==> src/rtl/axil_defs.sv <==
// Shared AXI4-lite definitions for the CDC, interconnect and register blocks.
// Holds the B/R response encodings used by every AXI4-lite slave.
package axil_defs;

    localparam logic [1:0] AXIL_RESP_OKAY   = 2'b00;
    localparam logic [1:0] AXIL_RESP_SLVERR = 2'b10;

endpackage

==> src/rtl/axil_hold_reg.sv <==
// Single-entry valid/ready holding register for one AXI4-lite channel.
// Ports: clk, rst_n (sync, active-low); in_data/in_valid/in_ready accept
// a beat; held/out_data expose it; pop releases it (may refill same edge).
module axil_hold_reg #(
    parameter int WIDTH = 32
) (
    input  logic             clk,
    input  logic             rst_n,
    input  logic [WIDTH-1:0] in_data,
    input  logic             in_valid,
    output logic             in_ready,
    output logic             held,
    output logic [WIDTH-1:0] out_data,
    input  logic             pop
);

    // Ready while empty, or while the current entry leaves this edge.
    assign in_ready = rst_n && (!held || pop);

    always_ff @(posedge clk) begin
        if (!rst_n) begin
            held     <= 1'b0;
            out_data <= '0;
        end else if (in_valid && in_ready) begin
            held     <= 1'b1;
            out_data <= in_data;
        end else if (pop) begin
            held     <= 1'b0;
        end
    end

endmodule

==> src/rtl/axil_regfile_wr.sv <==
// AXI4-lite write slave into a bank of REG_COUNT control registers.
// Ports: clk, rst_n (sync, active-low); s_axil_aw*/w*/b* slave write
// channels; reg_out flat register contents; reg_wr per-register pulse.
module axil_regfile_wr
    import axil_defs::*;
#(
    parameter int                  DATA_WIDTH = 32,
    parameter int                  ADDR_WIDTH = 32,
    parameter int                  STRB_WIDTH = DATA_WIDTH / 8,
    parameter int                  REG_COUNT  = 16,
    parameter logic [ADDR_WIDTH-1:0] BASE_ADDR = '0
) (
    input  logic                            clk,
    input  logic                            rst_n,
    input  logic [ADDR_WIDTH-1:0]           s_axil_awaddr,
    input  logic [2:0]                      s_axil_awprot,
    input  logic                            s_axil_awvalid,
    output logic                            s_axil_awready,
    input  logic [DATA_WIDTH-1:0]           s_axil_wdata,
    input  logic [STRB_WIDTH-1:0]           s_axil_wstrb,
    input  logic                            s_axil_wvalid,
    output logic                            s_axil_wready,
    output logic [1:0]                      s_axil_bresp,
    output logic                            s_axil_bvalid,
    input  logic                            s_axil_bready,
    output logic [REG_COUNT*DATA_WIDTH-1:0] reg_out,
    output logic [REG_COUNT-1:0]            reg_wr
);

    localparam int SHIFT = $clog2(STRB_WIDTH);
    localparam int IDX_W = (REG_COUNT > 1) ? $clog2(REG_COUNT) : 1;
    localparam int W_W   = DATA_WIDTH + STRB_WIDTH;

    logic                  aw_held;
    logic                  w_held;
    logic [ADDR_WIDTH-1:0] aw_addr;
    logic [W_W-1:0]        w_bundle;
    logic [DATA_WIDTH-1:0] w_data;
    logic [STRB_WIDTH-1:0] w_strb;
    logic                  commit;
    logic [ADDR_WIDTH-1:0] off;
    logic [ADDR_WIDTH-1:0] word_idx;
    logic [IDX_W-1:0]      reg_idx;
    logic                  in_range;
    logic                  unused_awprot;

    logic [DATA_WIDTH-1:0] regs [REG_COUNT];

    assign unused_awprot = ^s_axil_awprot;

    // B slot is free when empty or being drained this edge.
    assign commit = aw_held && w_held && (!s_axil_bvalid || s_axil_bready);

    axil_hold_reg #(
        .WIDTH (ADDR_WIDTH)
    ) u_aw_hold (
        .clk      (clk),
        .rst_n    (rst_n),
        .in_data  (s_axil_awaddr),
        .in_valid (s_axil_awvalid),
        .in_ready (s_axil_awready),
        .held     (aw_held),
        .out_data (aw_addr),
        .pop      (commit)
    );

    axil_hold_reg #(
        .WIDTH (W_W)
    ) u_w_hold (
        .clk      (clk),
        .rst_n    (rst_n),
        .in_data  ({s_axil_wdata, s_axil_wstrb}),
        .in_valid (s_axil_wvalid),
        .in_ready (s_axil_wready),
        .held     (w_held),
        .out_data (w_bundle),
        .pop      (commit)
    );

    assign {w_data, w_strb} = w_bundle;

    // Modulo subtraction; addresses below BASE_ADDR wrap high and are
    // rejected by the explicit lower-bound compare as well.
    assign off      = aw_addr - BASE_ADDR;
    assign word_idx = off >> SHIFT;
    assign reg_idx  = word_idx[IDX_W-1:0];
    assign in_range = (aw_addr >= BASE_ADDR) &&
                      (word_idx < ADDR_WIDTH'(REG_COUNT));

    always_ff @(posedge clk) begin
        if (!rst_n) begin
            for (int i = 0; i < REG_COUNT; i++) begin
                regs[i] <= '0;
            end
        end else if (commit && in_range) begin
            for (int b = 0; b < STRB_WIDTH; b++) begin
                if (w_strb[b]) begin
                    regs[reg_idx][b*8 +: 8] <= w_data[b*8 +: 8];
                end
            end
        end
    end

    always_ff @(posedge clk) begin
        if (!rst_n) begin
            reg_wr <= '0;
        end else if (commit && in_range) begin
            reg_wr <= REG_COUNT'(1) << reg_idx;
        end else begin
            reg_wr <= '0;
        end
    end

    always_ff @(posedge clk) begin
        if (!rst_n) begin
            s_axil_bvalid <= 1'b0;
            s_axil_bresp  <= AXIL_RESP_OKAY;
        end else if (commit) begin
            s_axil_bvalid <= 1'b1;
            s_axil_bresp  <= in_range ? AXIL_RESP_OKAY
                                      : AXIL_RESP_SLVERR;
        end else if (s_axil_bready) begin
            s_axil_bvalid <= 1'b0;
        end
    end

    for (genvar g = 0; g < REG_COUNT; g++) begin : g_out
        assign reg_out[g*DATA_WIDTH +: DATA_WIDTH] = regs[g];
    end

endmodule

==> config.mk <==
export PLATFORM = sky130hd
export DESIGN_NAME = axil_regfile_wr
export DESIGN_NICKNAME = d
export VERILOG_FILES = /design/src/rtl/axil_defs.sv /design/src/rtl/axil_hold_reg.sv /design/src/rtl/axil_regfile_wr.sv
export SDC_FILE = /design/constraint.sdc
export NUM_CORES = 1
export LEC_CHECK = 0
export ABC_AREA = 1
export CORE_MARGIN = 2
export CORE_UTILIZATION = 40
export DETAILED_ROUTE_END_ITERATION = 8
export PLACE_DENSITY = 0.7
export SYNTH_ARGS = -nofsm -noshare
export SYNTH_HDL_FRONTEND = slang
export SYNTH_HIERARCHICAL = 1
export SYNTH_SLANG_ARGS = --single-unit
export TNS_END_PERCENT = 50
==> constraint.sdc <==
create_clock -name clk -period 2.9 [get_ports clk]
set_clock_uncertainty 0.2 [all_clocks]
set_input_delay 0.58 -clock clk [delete_from_list [all_inputs] [get_ports clk]]
set_output_delay 0.58 -clock clk [all_outputs]
set_load 0.02 [all_outputs]
## Word level (Yosys, flattened, before mapping)

Memory sizes are Yosys's and may differ from the RTL's.
Index checks and enable logic that the tools add are counted.

- Bits in registers: 89
- Bits in writable memories: 512
- Input bits: 76
- Output and inout bits: 533
- Logic and storage cells: 56
- Memories: 1

- Magnitude comparators: 2
- Shift-type cells: 1
- Mux-type cells: 26
- Reductions and logical operators: 19

Memory list:

| name | depth | width | rd ports | clocked after Yosys merged registers in | wr ports | RTL line | source |
|---|---|---|---|---|---|---|---|
| regs | 16 | 32 | 16 | 0 | 16 | axil_regfile_wr.sv:47 | `logic [DATA_WIDTH-1:0] regs [REG_COUNT];` |

Operators by type and width:

| cell | number |
|---|---|
| greater-or-equal comparator 32 x 1 -> 1 bit (second input constant) | 1 |
| two-way mux 32 bit | 1 |
| OR reduction 32 bit | 1 |
| < comparator 30 x 5 -> 1 bit (second input constant) | 1 |
| two-way mux 1 bit | 22 |
| left shift 1 x 4 -> 16 bit (first input constant) | 1 |
| logical AND 1 bit | 8 |
| two-way mux 4 bit | 2 |
| nonzero test 2 bit | 3 |
| logical NOT 1 bit | 3 |
| logical OR 1 bit | 3 |
| two-way mux 2 bit | 1 |
| AND reduction 2 bit | 1 |

## Depth between registers and ports, before layout

- Depth in word-level cells: 9
- Gate-level depth with buffers: 10
- Depth with buffers taken out: 9

## Modules after synthesis

The synthesis kept the hierarchy.

By module, submodules not included:

| module | times used | cells each | area each (µm²) | sequential area each (µm²) |
|---|---|---|---|---|
| axil_regfile_wr | 1 | 1,349 | 19,924.1 | 15,735.1 |
| axil_hold_reg (u_w_hold) | 1 | 243 | 1,724.2 | 740.7 |
| axil_hold_reg (u_aw_hold) | 1 | 217 | 1,471.4 | 660.6 |

## Least setup slack after synthesis

No wires, ideal clock.

- Kind: input -> register
- Start point: input port rst_n
- End point: memory regs[14][16] (enable)
- Setup time: 329 ps
- Arrival time: 1,759 ps
- Data required time: 2,371 ps
- Slack: 612 ps
- Stages: 5
- Path buffers: 3
- Cell sequence: buf_2 > buf_2 > buf_2 > nand4_4 > nand2_1

RTL lines:

| what | RTL line | source |
|---|---|---|
| from (decl) | axil_regfile_wr.sv:14 | `input logic rst_n,` |
| to (decl) | axil_regfile_wr.sv:47 |  |

## Final worst setup path

- Start point: input port s_axil_bready
- End point: output port s_axil_wready

- Word-level cells in the longest chain between the ends: 4

RTL lines:

| what | RTL line | source |
|---|---|---|
| from (decl) | axil_regfile_wr.sv:25 | `input logic s_axil_bready,` |
| logical OR 1 bit | axil_regfile_wr.sv:52 | `assign commit = aw_held && w_held && (!s_axil_bvalid \|\| s_axil_bready);` |
| logical AND 1 bit | axil_regfile_wr.sv:52 |  |
| via commit | axil_regfile_wr.sv:40 | `logic commit;` |
| logical OR 1 bit | axil_hold_reg.sv:18 | `assign in_ready = rst_n && (!held \|\| pop);` |
| logical AND 1 bit | axil_hold_reg.sv:18 |  |
| to (decl) | axil_regfile_wr.sv:22 | `output logic s_axil_wready,` |

The timed path passes the listed nets, and every way through them passes these cells.

==> metrics.yaml <==
maxCapViolations: 0
synthCells: 1797
holdPathStages: 3
syn2layout_area_growth_pct: 42.00
finalWorstPathRequiredPeriod_ns: 2.629
worst_pin_slew_ns: 0.9123
vias_per_cell: 4.960
cts_tree: "built"
die_w_um: 244.0
final_area_um2: 32710
reg2reg_to: "regs[11][13]$_SDFFCE_PN0P_"
p_sw_share_pct: 23.76
switchingPower_mw: 4.572
r2r-start: "u_aw_hold/out_data[2]$_SDFFE_PN0P_"
post-place-ws_ns: -0.05401
powerDensity_nw_per_um2: 588.2
avgSynthCellArea_um2: 12.82
cts_buffers: 61
grt_first_pass_wirelength_um: 103900
final_util_pct: 57.68
maxSlewHeadroom_pct: 39.11
crit_type: "primary input to output pin"
cp.arrival_ns: 1.85
drt_iter0_drc: 1204
hold_slack_ns: 0.04598
clock_path_buffers: 3
power_frac_seq_pct: 50.8
routedWlPerCell_um: 21.40
port_buffers: 602
crit_fanout: 3
end_kind: "output pin"
core_um2: 56710
grt-ovfl-total: 0
initial_core_util_pct: 40.62
drive_gt1_share_pct: 12.18
antenna_found_initial: 3
final_nets: 2589
hold_start: "rst_n"
design_power_total_mw: 19.24
setup_viol: 0
p_int_mw: 14.67
min_to: "u_aw_hold/held$_SDFFE_PN0P_"
combPwrFrac_pct: 9.7
mostFrequentLayoutCells: "clkdlybuf4s50_1 (598), nor2_1 (545), edfxtp_1 (512)"
grtUsageTotal_pct: 23.47
ant_nets: 0
path_clk_slew_ns: 0.06
reg2reg_slack_ns: 0.41
hold_buffers: 0
final_hold_viol_count: 0
dpl-instance-area_um2: 30790
rows: 87
clkPwrFrac_pct: 39.5
slew_violations: 0
grt_pass1_vias: 16223
startpoint_type: "primary input"
place_inst: 3206
vdd_drop_max_mv: 0.5564
fill_cells: 4451
yosys_warnings: 6
grt_start_max_net_pins: 98
firstDrtPassIters: 5
htreeDepth: 2
finalSetupTns_ns: 0
io_pins: 609
r2r_cells: 5
vias: 16468
power_leakage_nw: 12.45
required_ns: 2.12
root_buffer: "clkbuf_16"
fmax_ghz: 0.3804
gp_congestion: 0.8602
wl_um: 71050
rsz0062_at_grt: "false"
synth_area_um2: 23040
min_path_type: "primary input to flip-flop"
die_y_um: 244.0
period_share_pct: 90.64
worst_slack_ns: 0.2714
status: "completed"
syn-num-nets: 1873
hpwl_um: 52360
final_common_cell: "clkdlybuf4s50_1"
die-area_um2: 59530
clk_latency_ns: 0.62
fin_cells: 3320
drc: 0
cts.sinks: 598
## worst max-delay path, cell delays in order
cell and delay, ns:
clkdlybuf4s50_1 0.45, inv_1 0.04, nand2_1 0.06, nand2_1 0.07
inv_1 0.12, inv_2 0.06, a21oi_1 0.12, dlygate4sd2_1 0.35
## layer usage
metal / up-vias / GRT usage (%) / wire (um)
met5: - / 0 / 0
met4: 0 / 8.196 / 2422
met3: 125 / 4.917 / 5552
met2: 779 / 40.76 / 35980
met1: 8049 / 29.05 / 27100
li1: 7515 / - / -
## power by group through the flow
stage	clock (mW)	sequential (mW)	combinational, mW
6_report	7.60	9.78	1.86
5_1_grt	8.01	9.81	1.96
4_1_cts	7.69	9.78	1.88
3_5_place_dp	0	9.96	1.87
3_3_place_gp	0	9.95	1.84
2_1_floorplan	0	10.3	0.567
## how the worst max path moves through the flow
stage / start / end / cells past startpoint
after global placement: s_axil_bready / s_axil_wready / 8
after CTS: s_axil_bready / s_axil_awready / 8
after floorplan: rst_n / regs[14][16]$_SDFFCE_PN0P_ / 5
final: s_axil_bready / s_axil_wready / 8
after global routing: u_aw_hold/held$_SDFFE_PN0P_ / s_axil_wready / 7
after detailed placement: s_axil_bready / regs[9][2]$_SDFFCE_PN0P_ / 11
## state kept, by name, summed over array words and instances, names as in the netlist
signal / count
reg_wr: 16
regs: 512
s_axil_bresp: 1
s_axil_bvalid: 1
u_aw_hold/held: 1
u_aw_hold/out_data: 30
u_w_hold/held: 1
u_w_hold/out_data: 36
## area by class of cell
cell class                      instances  area, um2  share of cell area, %
Clock buffer                           76       1583                  4.838
Timing Repair Buffer                  753       7395                  22.60
Clock inverter                         35      334.1                  1.021
Tap cell                              756      945.9                  2.892
Multi-Input combinational cell        986       4923                  15.05
Sequential cell                       598      17100                  52.27
Antenna cell                            3      7.507                0.02295
Inverter                              113      424.2                  1.297
## what timing repair did
item	in CTS	in global routing
gates resized for setup	2	0
setup endpoints to repair	2	0
setup buffers	0	0
Power figures use the tool's default switching activity.
